File: src/rtl/fetch_queue_pkg.sv
// Shared types for the instruction fetch front end: queue entry layout, FSM states, PC helpers.
// Latency: n/a (types and pure functions only).
// Backpressure: n/a.
package fetch_queue_pkg;

    typedef logic [31:0] DATA_BUS;

    // Every instruction is one 32-bit word; the fetch PC advances by this many bytes.
    localparam int unsigned INSTR_BYTES = 4;

    typedef struct packed {
        DATA_BUS pc;
        DATA_BUS instr;
    } fetch_entry_t;

    typedef enum logic [1:0] {
        BOOT   = 2'd0,
        RUN    = 2'd1,
        HALTED = 2'd2
    } fetch_state_t;

    // Sequential successor; wraps naturally at 2^32.
    function automatic DATA_BUS next_pc(input DATA_BUS pc);
        return pc + DATA_BUS'(INSTR_BYTES);
    endfunction

    // Clear the byte-offset bits so every fetch address is word aligned.
    function automatic DATA_BUS align_word(input DATA_BUS addr);
        return addr & ~DATA_BUS'(INSTR_BYTES - 1);
    endfunction

endpackage

File: src/rtl/fetch_fifo.sv
// Circular buffer of fetch entries with push/pop/flush; pointers carry a wrap bit for full/empty.
// Latency: an entry written on a clock edge is visible at head right after that edge.
// Backpressure: none internally; push when full and pop when empty are ignored.
//
// Ports:
//   clk, rst          clock, asynchronous active-low reset
//   push, push_dat    write one entry at the tail
//   pop               retire the head entry
//   flush             empty the buffer (wins over push/pop)
//   head              entry at the read pointer
//   count, empty, full occupancy status
module fetch_fifo
    import fetch_queue_pkg::*;
#(
    parameter int DEPTH = 4
) (
    input  logic                     clk,
    input  logic                     rst,
    input  logic                     push,
    input  fetch_entry_t             push_dat,
    input  logic                     pop,
    input  logic                     flush,
    output fetch_entry_t             head,
    output logic [$clog2(DEPTH):0]   count,
    output logic                     empty,
    output logic                     full
);

    localparam int AW = $clog2(DEPTH);

    fetch_entry_t   mem [DEPTH];
    logic [AW:0]    rd_ptr;
    logic [AW:0]    wr_ptr;
    logic           do_push;
    logic           do_pop;

    assign do_push = push && !full;
    assign do_pop  = pop && !empty;

    always_ff @(posedge clk or negedge rst) begin
        if (!rst) begin
            rd_ptr <= '0;
            wr_ptr <= '0;
        end else if (flush) begin
            rd_ptr <= '0;
            wr_ptr <= '0;
        end else begin
            if (do_push) wr_ptr <= wr_ptr + {{AW{1'b0}}, 1'b1};
            if (do_pop)  rd_ptr <= rd_ptr + {{AW{1'b0}}, 1'b1};
        end
    end

    // Storage needs no reset: nothing is read until the write pointer moves past it.
    always_ff @(posedge clk) begin
        if (do_push && !flush) mem[wr_ptr[AW-1:0]] <= push_dat;
    end

    assign head  = mem[rd_ptr[AW-1:0]];
    assign count = wr_ptr - rd_ptr;
    assign empty = (wr_ptr == rd_ptr);
    // Same slot index but opposite wrap bits: the writer is a full lap ahead.
    assign full  = (wr_ptr[AW] != rd_ptr[AW]) && (wr_ptr[AW-1:0] == rd_ptr[AW-1:0]);

endmodule

File: src/rtl/fetch_queue.sv
// Instruction fetch front end: owns the fetch PC, issues imem word reads, queues in-order responses for decode.
// Latency: request handshake to out_valid is 1 cycle plus memory latency; queue head is visible right after the write.
// Backpressure: requests stop once queued + in-flight entries reach DEPTH, so a response always finds space.
//
// Ports:
//   clk, rst                         clock, asynchronous active-low reset
//   halt                             level, stops new requests (in-flight responses still queue)
//   redirect_valid, redirect_pc      taken branch/jump from execute: flush and refetch
//   imem_req_valid/ready/addr        word read request to instruction memory
//   imem_rsp_valid/data              in-order response, cannot be stalled
//   out_valid/ready, out_pc/instr    queue head towards decode
//   stat_fetched, stat_discarded     only with FETCH_STATS_EN: pushed / dropped+flushed counters
module fetch_queue
    import fetch_queue_pkg::*;
#(
    parameter int          DEPTH           = 4,
    parameter int          MAX_OUTSTANDING = 2,
    parameter logic [31:0] RESET_VECTOR    = 32'h0
) (
    input  logic        clk,
    input  logic        rst,
    input  logic        halt,
    input  logic        redirect_valid,
    input  logic [31:0] redirect_pc,
    output logic        imem_req_valid,
    input  logic        imem_req_ready,
    output logic [31:0] imem_req_addr,
    input  logic        imem_rsp_valid,
    input  logic [31:0] imem_rsp_data,
    output logic        out_valid,
    input  logic        out_ready,
    output logic [31:0] out_pc,
    output logic [31:0] out_instr
`ifdef FETCH_STATS_EN
    ,
    output logic [31:0] stat_fetched,
    output logic [31:0] stat_discarded
`endif
);

    // Outstanding and discard never exceed MAX_OUTSTANDING <= DEPTH, so they share the count width.
    localparam int            CW      = $clog2(DEPTH) + 1;
    localparam logic [CW-1:0] DEPTH_C = CW'(DEPTH);
    localparam logic [CW-1:0] MAX_C   = CW'(MAX_OUTSTANDING);

    fetch_state_t   state;
    DATA_BUS        fetch_pc;
    DATA_BUS        rsp_pc;
    logic [CW-1:0]  outstanding;
    logic [CW-1:0]  discard;

    fetch_entry_t   push_dat;
    fetch_entry_t   head;
    logic [CW-1:0]  fifo_count;
    logic           fifo_empty;
    logic           fifo_full;

    logic           redirect_take;
    logic           req_fire;
    logic           rsp_drop;
    logic           push;
    logic           pop;
    logic           credit_ok;
    logic [CW-1:0]  rsp_dec;

    // Redirects before the first RUN cycle have nothing to flush and are ignored.
    assign redirect_take = redirect_valid && (state != BOOT);
    assign req_fire      = imem_req_valid && imem_req_ready;
    assign rsp_dec       = {{(CW-1){1'b0}}, imem_rsp_valid};

    // A response is stale if it belongs to a request issued before a redirect,
    // including one landing in the redirect cycle itself.
    assign rsp_drop = imem_rsp_valid && (redirect_take || (discard != '0));
    assign push     = imem_rsp_valid && !rsp_drop;
    assign pop      = out_valid && out_ready && !redirect_take;

    // Reserve a queue slot for every in-flight request so responses never overflow.
    assign credit_ok = (({1'b0, fifo_count} + {1'b0, outstanding}) < {1'b0, DEPTH_C}) && !fifo_full;

    assign imem_req_valid = (state == RUN) && !redirect_valid && credit_ok && (outstanding < MAX_C);
    assign imem_req_addr  = fetch_pc;

    assign push_dat.pc    = rsp_pc;
    assign push_dat.instr = imem_rsp_data;

    assign out_valid = !fifo_empty;
    assign out_pc    = head.pc;
    assign out_instr = head.instr;

    always_ff @(posedge clk or negedge rst) begin
        if (!rst) begin
            state <= BOOT;
        end else begin
            case (state)
                BOOT:    state <= RUN;
                RUN:     if (halt)  state <= HALTED;
                HALTED:  if (!halt) state <= RUN;
                default: state <= BOOT;
            endcase
        end
    end

    always_ff @(posedge clk or negedge rst) begin
        if (!rst) begin
            fetch_pc    <= RESET_VECTOR;
            rsp_pc      <= RESET_VECTOR;
            outstanding <= '0;
            discard     <= '0;
        end else begin
            outstanding <= outstanding + {{(CW-1){1'b0}}, req_fire} - rsp_dec;
            if (redirect_take) begin
                fetch_pc <= align_word(redirect_pc);
                rsp_pc   <= align_word(redirect_pc);
                // No request fires in a redirect cycle, so every survivor after
                // this cycle's response is stale.
                discard  <= outstanding - rsp_dec;
            end else begin
                if (req_fire) fetch_pc <= next_pc(fetch_pc);
                if (push)     rsp_pc   <= next_pc(rsp_pc);
                if (imem_rsp_valid && (discard != '0)) discard <= discard - {{(CW-1){1'b0}}, 1'b1};
            end
        end
    end

    fetch_fifo #(
        .DEPTH (DEPTH)
    ) u_fifo (
        .clk      (clk),
        .rst      (rst),
        .push     (push),
        .push_dat (push_dat),
        .pop      (pop),
        .flush    (redirect_take),
        .head     (head),
        .count    (fifo_count),
        .empty    (fifo_empty),
        .full     (fifo_full)
    );

`ifdef FETCH_STATS_EN
    always_ff @(posedge clk or negedge rst) begin
        if (!rst) begin
            stat_fetched   <= '0;
            stat_discarded <= '0;
        end else begin
            stat_fetched   <= stat_fetched + 32'(push);
            stat_discarded <= stat_discarded + 32'(rsp_drop)
                            + (redirect_take ? 32'(fifo_count) : 32'd0);
        end
    end
`endif

endmodule
File: config.mk
export PLATFORM = sky130hd
export DESIGN_NAME = fetch_queue
export DESIGN_NICKNAME = d
export VERILOG_FILES = /design/src/rtl/fetch_queue_pkg.sv /design/src/rtl/fetch_fifo.sv /design/src/rtl/fetch_queue.sv
export SDC_FILE = /design/constraint.sdc
export NUM_CORES = 1
export LEC_CHECK = 0
export CORE_MARGIN = 10
export CORE_UTILIZATION = 55
export DETAILED_ROUTE_END_ITERATION = 6
export GPL_TIMING_DRIVEN = 0
export HOLD_SLACK_MARGIN = 0.06
export PLACE_DENSITY = 0.79
export SETUP_SLACK_MARGIN = 0.2
export SLEW_MARGIN = 20
export SYNTH_ARGS = -nofsm -noshare
export SYNTH_HDL_FRONTEND = slang
export SYNTH_SLANG_ARGS = --single-unit
File: constraint.sdc
create_clock -name clk -period 4.7 [get_ports clk]
set_input_delay 0.94 -clock clk [delete_from_list [all_inputs] [get_ports clk]]
set_output_delay 0.94 -clock clk [all_outputs]
set_load 0.05 [all_outputs]
### Word-level counts from Yosys, hierarchy flattened

Memory sizes are Yosys's and may differ from the RTL's.
Index checks and enable logic that the tools add are counted.

| word-level totals | value |
|---|---|
| register bits | 78 |
| bits in writable memories | 256 |
| output and inout bits | 98 |
| memories | 1 |

| cells by class | value |
|---|---|
| add/subtract/negate cells | 10 |
| order comparisons | 2 |
| equality and inequality tests | 7 |
| mux-type cells | 15 |
| reductions and logical operators | 30 |

Memories:

| name | depth | bits a word | rd ports | clocked after Yosys merged registers in | wr ports | line | text |
|---|---|---|---|---|---|---|---|
| u_fifo.mem | 4 | 64 | 1 | 0 | 1 | fetch_fifo.sv:31 | `fetch_entry_t mem [DEPTH];` |

Operators with widths:

| kind | count |
|---|---|
| 2-to-1 mux 32 bit | 4 |
| adder 32 x 3 -> 32 bit, second input constant | 2 |
| 2-to-1 mux 3 bit | 6 |
| logical AND 1 bit | 15 |
| nonzero test 2 bit | 6 |
| adder 3 x 1 -> 3 bit, second input constant | 2 |
| case mux 2 bit (3 select lines) | 1 |
| subtractor 3 x 1 -> 3 bit | 2 |
| logical NOT 1 bit | 5 |
| adder 3 x 3 -> 4 bit | 1 |
| less-than comparator 4 x 3 -> 1 bit, second input constant | 1 |
| 2-to-1 mux 2 bit | 2 |
| != test 2 bit, second input constant | 2 |
| adder 3 x 1 -> 3 bit | 1 |
| equality test 3 bit | 1 |
| less-than comparator 3 x 2 -> 1 bit, second input constant | 1 |
| nonzero test 3 bit | 1 |
| subtractor 3 x 1 -> 3 bit, second input constant | 1 |
| subtractor 3 bit | 1 |
| equality test 2 x 1 -> 1 bit, second input constant | 1 |
| equality test 2 bit | 1 |
| equality test 2 bit, second input constant | 1 |
| logical NOT 2 bit | 1 |
| 2-to-1 mux 1 bit | 2 |
| 3 further kinds | 3 |

### Depth between registers and ports, before layout

Gate-level depths: netlist (run 1).

| depth | value |
|---|---|
| word-level depth | 10 |
| gate-level depth with buffers | 14 |
| depth with buffers taken out | 14 |

### Cells and area by module

From an unflattened synthesis (run 1), not the netlist that was laid out.

| unflattened totals | value |
|---|---|
| cells, all modules | 813 |
| area total of the unflattened synthesis | 13,659.4 sq um |

By module, submodules not included:

| module | times used | cells each | area each (sq um) |
|---|---|---|---|
| fetch_fifo | 1 | 398 | 9,844.4 |
| fetch_queue | 1 | 415 | 3,814.9 |

### Least setup slack after synthesis (run 1)

OpenSTA, ideal clock, no wires.

| timing path | value |
|---|---|
| path type | register to output |
| start | register u_fifo.rd_ptr[1] |
| end | output port imem_req_valid |
| arrival | 3.130 ns |
| required time | 3.760 ns |
| setup slack | 0.630 ns |
| stages on the path, launching flop included | 10 |
| cell sequence | dfrtp_1 clkbuf_1 clkbuf_1 inv_1 fa_1 xor2_1 ha_1 nor4_4 o21ai_0 nor2_1 |

| between the ends | value |
|---|---|
| cells in the longest elaborated chain, start to end | 6 |
| elaborated cells between the ends (all ways) | 9 |
| classes of those cells | 2 x add/sub; 1 x order compare; 1 x eq/ne; 5 x reduce/logical |

RTL lines:

| element | line | text |
|---|---|---|
| start, declared | fetch_fifo.sv:32 | `logic [AW:0] rd_ptr;` |
| start signal, assigned | fetch_fifo.sv:49 | `if (do_pop) rd_ptr <= rd_ptr + {{AW{1'b0}}, 1'b1};` |
| subtractor 3 bit / equality test 2 bit (equally long branches) | fetch_fifo.sv:59, fetch_fifo.sv:62 |  |
| adder 3 x 3 -> 4 bit / logical AND 1 bit (equally long branches) | fetch_queue.sv:78, fetch_fifo.sv:62 |  |
| less-than comparator 4 x 3 -> 1 bit / logical NOT 1 bit (equally long branches) | fetch_queue.sv:78 | `assign credit_ok = (({1'b0, fifo_count} + {1'b0, outstanding}) < {1'b0, DEPTH_C}) && !fifo_full;` |
| logical AND 1 bit (*) | fetch_queue.sv:78 |  |
| logical AND 1 bit (*) (2 in series) | fetch_queue.sv:80 | `assign imem_req_valid = (state == RUN) && !redirect_valid && credit_ok && (outstanding < MAX_C);` |
| end, declared | fetch_queue.sv:25 | `output logic imem_req_valid,` |

Every way passes the cells marked *; elsewhere a longest branch is shown, timed or not.

### Worst setup path after layout (run 1)

Same ends and word-level chain as after synthesis.

==> flow_summary.json, run 1 <==
{
  "area_growth_pct": 24.7,
  "drtPass1Iterations": 5,
  "grt_pass1_vias": 8243,
  "leakagePower_nw": 5.58,
  "arrival_ns": 3.39,
  "cts_tree": "done",
  "ys_seq_elements": 322,
  "hold_violations": 0,
  "hpwl_um": 20800,
  "overflow": 0,
  "crit_path_end_kind": "output pin",
  "multi_input_area_um2": 3750,
  "slew_headroom_pct": 41.6,
  "ys_seq_area_share_pct": 70.0,
  "htreeDepth": 1,
  "die_w_um": 175,
  "yosysTopAreaCell": "edfxtp_1",
  "yosys-top-cells-area": "edfxtp_1 (56%), dfrtp_1 (14%), mux4_2 (11%), xnor2_1 (2.4%), a21oi_1 (1.7%)",
  "cts_buffers": 31,
  "path_cells": "clkbuf_4, clkbuf_4, inv_1, fa_1, xor2_1, ha_1, nor4_4, o21ai_0, nor2_1, clkdlybuf4s15_2",
  "finalNetCount": 1103,
  "ys_async_sr_fraction_pct": 23.0,
  "rr_startpoint": "u_fifo.rd_ptr[1]$_DFFE_PN0P_",
  "place_congestion": 0.914,
  "crit_fanout": 10,
  "place_inst": 1297,
  "p_total_mw": 10.8,
  "via_count": 8028,
  "routed_wl_um": 30300,
  "hp-class": "in2async",
  "final_core_util_pct": 70.2,
  "finalSetupViolCount": 0,
  "rsz0062_at_grt": "no",
  "wl_per_cell_um": 22.3,
  "final-seq-area_um2": 9300,
  "timing.hold.ws_ns": 0.283,
  "coreArea_um2": 23600,
  "crit_type": "reg2out",
  "worst_ep_required_time_ns": 3.76,
  "clk_pin_slew_ns": 0.06,
  "place_ws_ns": -0.564,
  "fin_crit_sh_pct": 92.1,
  "drive_above_1_share_pct": 14.2,
  "avgSynthCellArea_um2": 16.4,
  "crit_slowest_cell": "fa_1",
  "via_per_inst": 5.92,
  "synthDistinctLibCells": 53,
  "min_period_ns": 4.33,
  "final_antenna_net_count": 0,
  "r2r_setup_slack_ns": 0.71,
  "rr_worst_depth": 14,
  "io_pins": 169,
  "mostFrequentLayoutCell": "edfxtp_1",
  "syn_area_um2": 13300,
  "maxCapViolCount": 0,
  "drtIter0Drc": 767,
  "ctsHoldBuffers": 0,
  "slew_violations": 0,
  "critPathMostFrequentCell": "clkbuf_4",
  "ys_warn_count": 0,
  "final_cells": 1356,
  "syn_inst": 808,
  "fill_cells": 1540,
  "clock_sinks": 322,
  "die_h_um": 175,
  "worst_pin_slew_ns": 0.868,
  "cts_root_buf": "clkbuf_16",
  "synth_top_area_share_pct": 56.1,
  "grt_max_degree": 55,
  "grt_usage_pct": 19.4,
  "outcome": "complete, no violations",
  "critPathLaunchType": "register",
  "dpl_cell_area_um2": 15500,
  "rows": 56,
  "portBuffers": 162,
  "fin_skew_ns": 0.0234,
  "stdcell_area_um2": 16600,
  "synth_edf_count": 248,
  "initial_core_util_pct": 56.3,
  "route.detailed.drc": 0,
  "antenna_found_initial": 1,
  "layout.cells.most_common_list": "edfxtp_1 (248), clkdlybuf4s50_1 (160), dfrtp_1 (74)",
  "dieArea_um2": 30800,
  "grt_pass1_wl_um": 47100,
  "slowest_delay_ns": 0.41,
  "p_per_area_nw_per_um2": 649,
  "peakVddDrop_mv": 0.563,
  "clk_latency_ns": 0.55,
  "fmaxAchievable_mhz": 231,
  "synth-main-ff-cell": "edfxtp_1",
  "setup_slack_ns": 0.373,
  "clockBufferDepth": 3,
  "fin_tns_setup_ns": 0,
  "r2r-end": "outstanding[2]$_DFF_PN0_"
}
-- critical path, delay by kind of cell, from the launching register on --
| family | cells | cell delay (ns) |
|---|---|---|
| DFF | 1 | 0.36 |
| and+or+nand+nor | 2 | 0.43 |
| xor gates and xnor gates | 1 | 0.18 |
| buffers and inverters | 4 | 1.07 |
| adders and majority gates | 2 | 0.65 |
| AOI/OAI and AO/OA | 1 | 0.13 |
-- layout make-up --
cell class              instances  area share, %
clock inverters                19           1.24
inverters                      23          0.521
well taps                     319           2.41
flip-flops and latches        322           56.1
diodes                          1         0.0151
clock buffers                  38           5.22
repair buffers                168           10.7
multi-input cells             428           22.7
plain buffers                  38           1.18
-- cells by family (layout without fill, tap and decap cells) --
family                   after synthesis  in the layout  share of synthesized area, %
AO/OA/AOI/OAI                         86             86                          3.88
XOR/XNOR                              53             53                          3.55
adder cells (fa/ha/maj)               20             20                          2.00
buffers and inverters                 61            286                          1.90
flip-flops                           322            322                          70.0
multiplexers                          64             64                          10.7
other                                  1              5                        0.0282
AND/OR/NAND/NOR                      201            201                          7.98
-- how the worst max path moves through the flow --
stage	cells after the start	from	slack (ns)	end
2_1_floorplan	9	u_fifo.rd_ptr[1]$_DFFE_PN0P_	0.63	imem_req_valid
3_3_place_gp	7	u_fifo.rd_ptr[1]$_DFFE_PN0P_	-0.84	u_fifo.mem[3][59]$_DFFE_PP_
3_5_place_dp	10	u_fifo.rd_ptr[1]$_DFFE_PN0P_	-0.56	imem_req_valid
4_1_cts	10	u_fifo.rd_ptr[1]$_DFFE_PN0P_	0.1	imem_req_valid
5_1_grt	10	u_fifo.rd_ptr[1]$_DFFE_PN0P_	0.22	imem_req_valid
6_report	10	u_fifo.rd_ptr[1]$_DFFE_PN0P_	0.37	imem_req_valid
-- registers in the layout, indices dropped and copies added (netlist names) --
register / count
rsp_pc: 30
u_fifo.rd_ptr: 3
imem_req_addr: 30
outstanding: 3
state: 2
u_fifo.mem: 248
discard: 3
u_fifo.wr_ptr: 3
-- synthesized netlist by cell type, types with 11 or more instances --
library cell	number
a21oi_1	45
a31oi_1	11
clkbuf_1	30
dfrtp_1	74
edfxtp_1	248
ha_1	18
inv_1	23
mux4_2	62
nand2_1	37
nand3_1	26
nand4_1	12
nor2_1	51
nor4_1	21
xnor2_1	37
xor2_1	15
-- repair_timing --
action / in CTS / in global routing
resized for setup: 15 / 2
setup buffers: 0 / 1
pin swaps: 0 / 1
endpoints found under the setup margin: 79 / 2
-- per-layer routing --
metal	track usage, %	vias to the layer above	part of all wire (%)
met5	0	-	0
met4	5.12	0	2.1
met3	5.64	57	9.8
met2	30.6	394	46
met1	26.1	4022	42
li1	-	3555	-
-- power by group --
group / internal (mW) / switching [mW] / leakage, nW
combinational: 1.48 / 2.55 / 1.99
sequential: 3.63 / 0.547 / 3.07
clock: 1.53 / 1.03 / 0.518
total: 6.63 / 4.12 / 5.58
Note: power is estimated with default switching activity, not from simulation.
==> inputs of run 2 (changes only) <==
Clock period 4.7 ns to 4.69 ns, I/O delays scaled along.
==> results of run 2 <==
The final DEF is identical to that of run 1. Status: complete, no violations.
Among the figures that moved: setup slack after placement -0.564 ns -> -0.572 ns; setup slack after layout 0.373 ns -> 0.365 ns; hold slack 0.283 ns -> 0.281 ns; register-to-register setup slack 0.71 ns -> 0.70 ns; worst IR drop on VDD 0.563 mV -> 0.564 mV
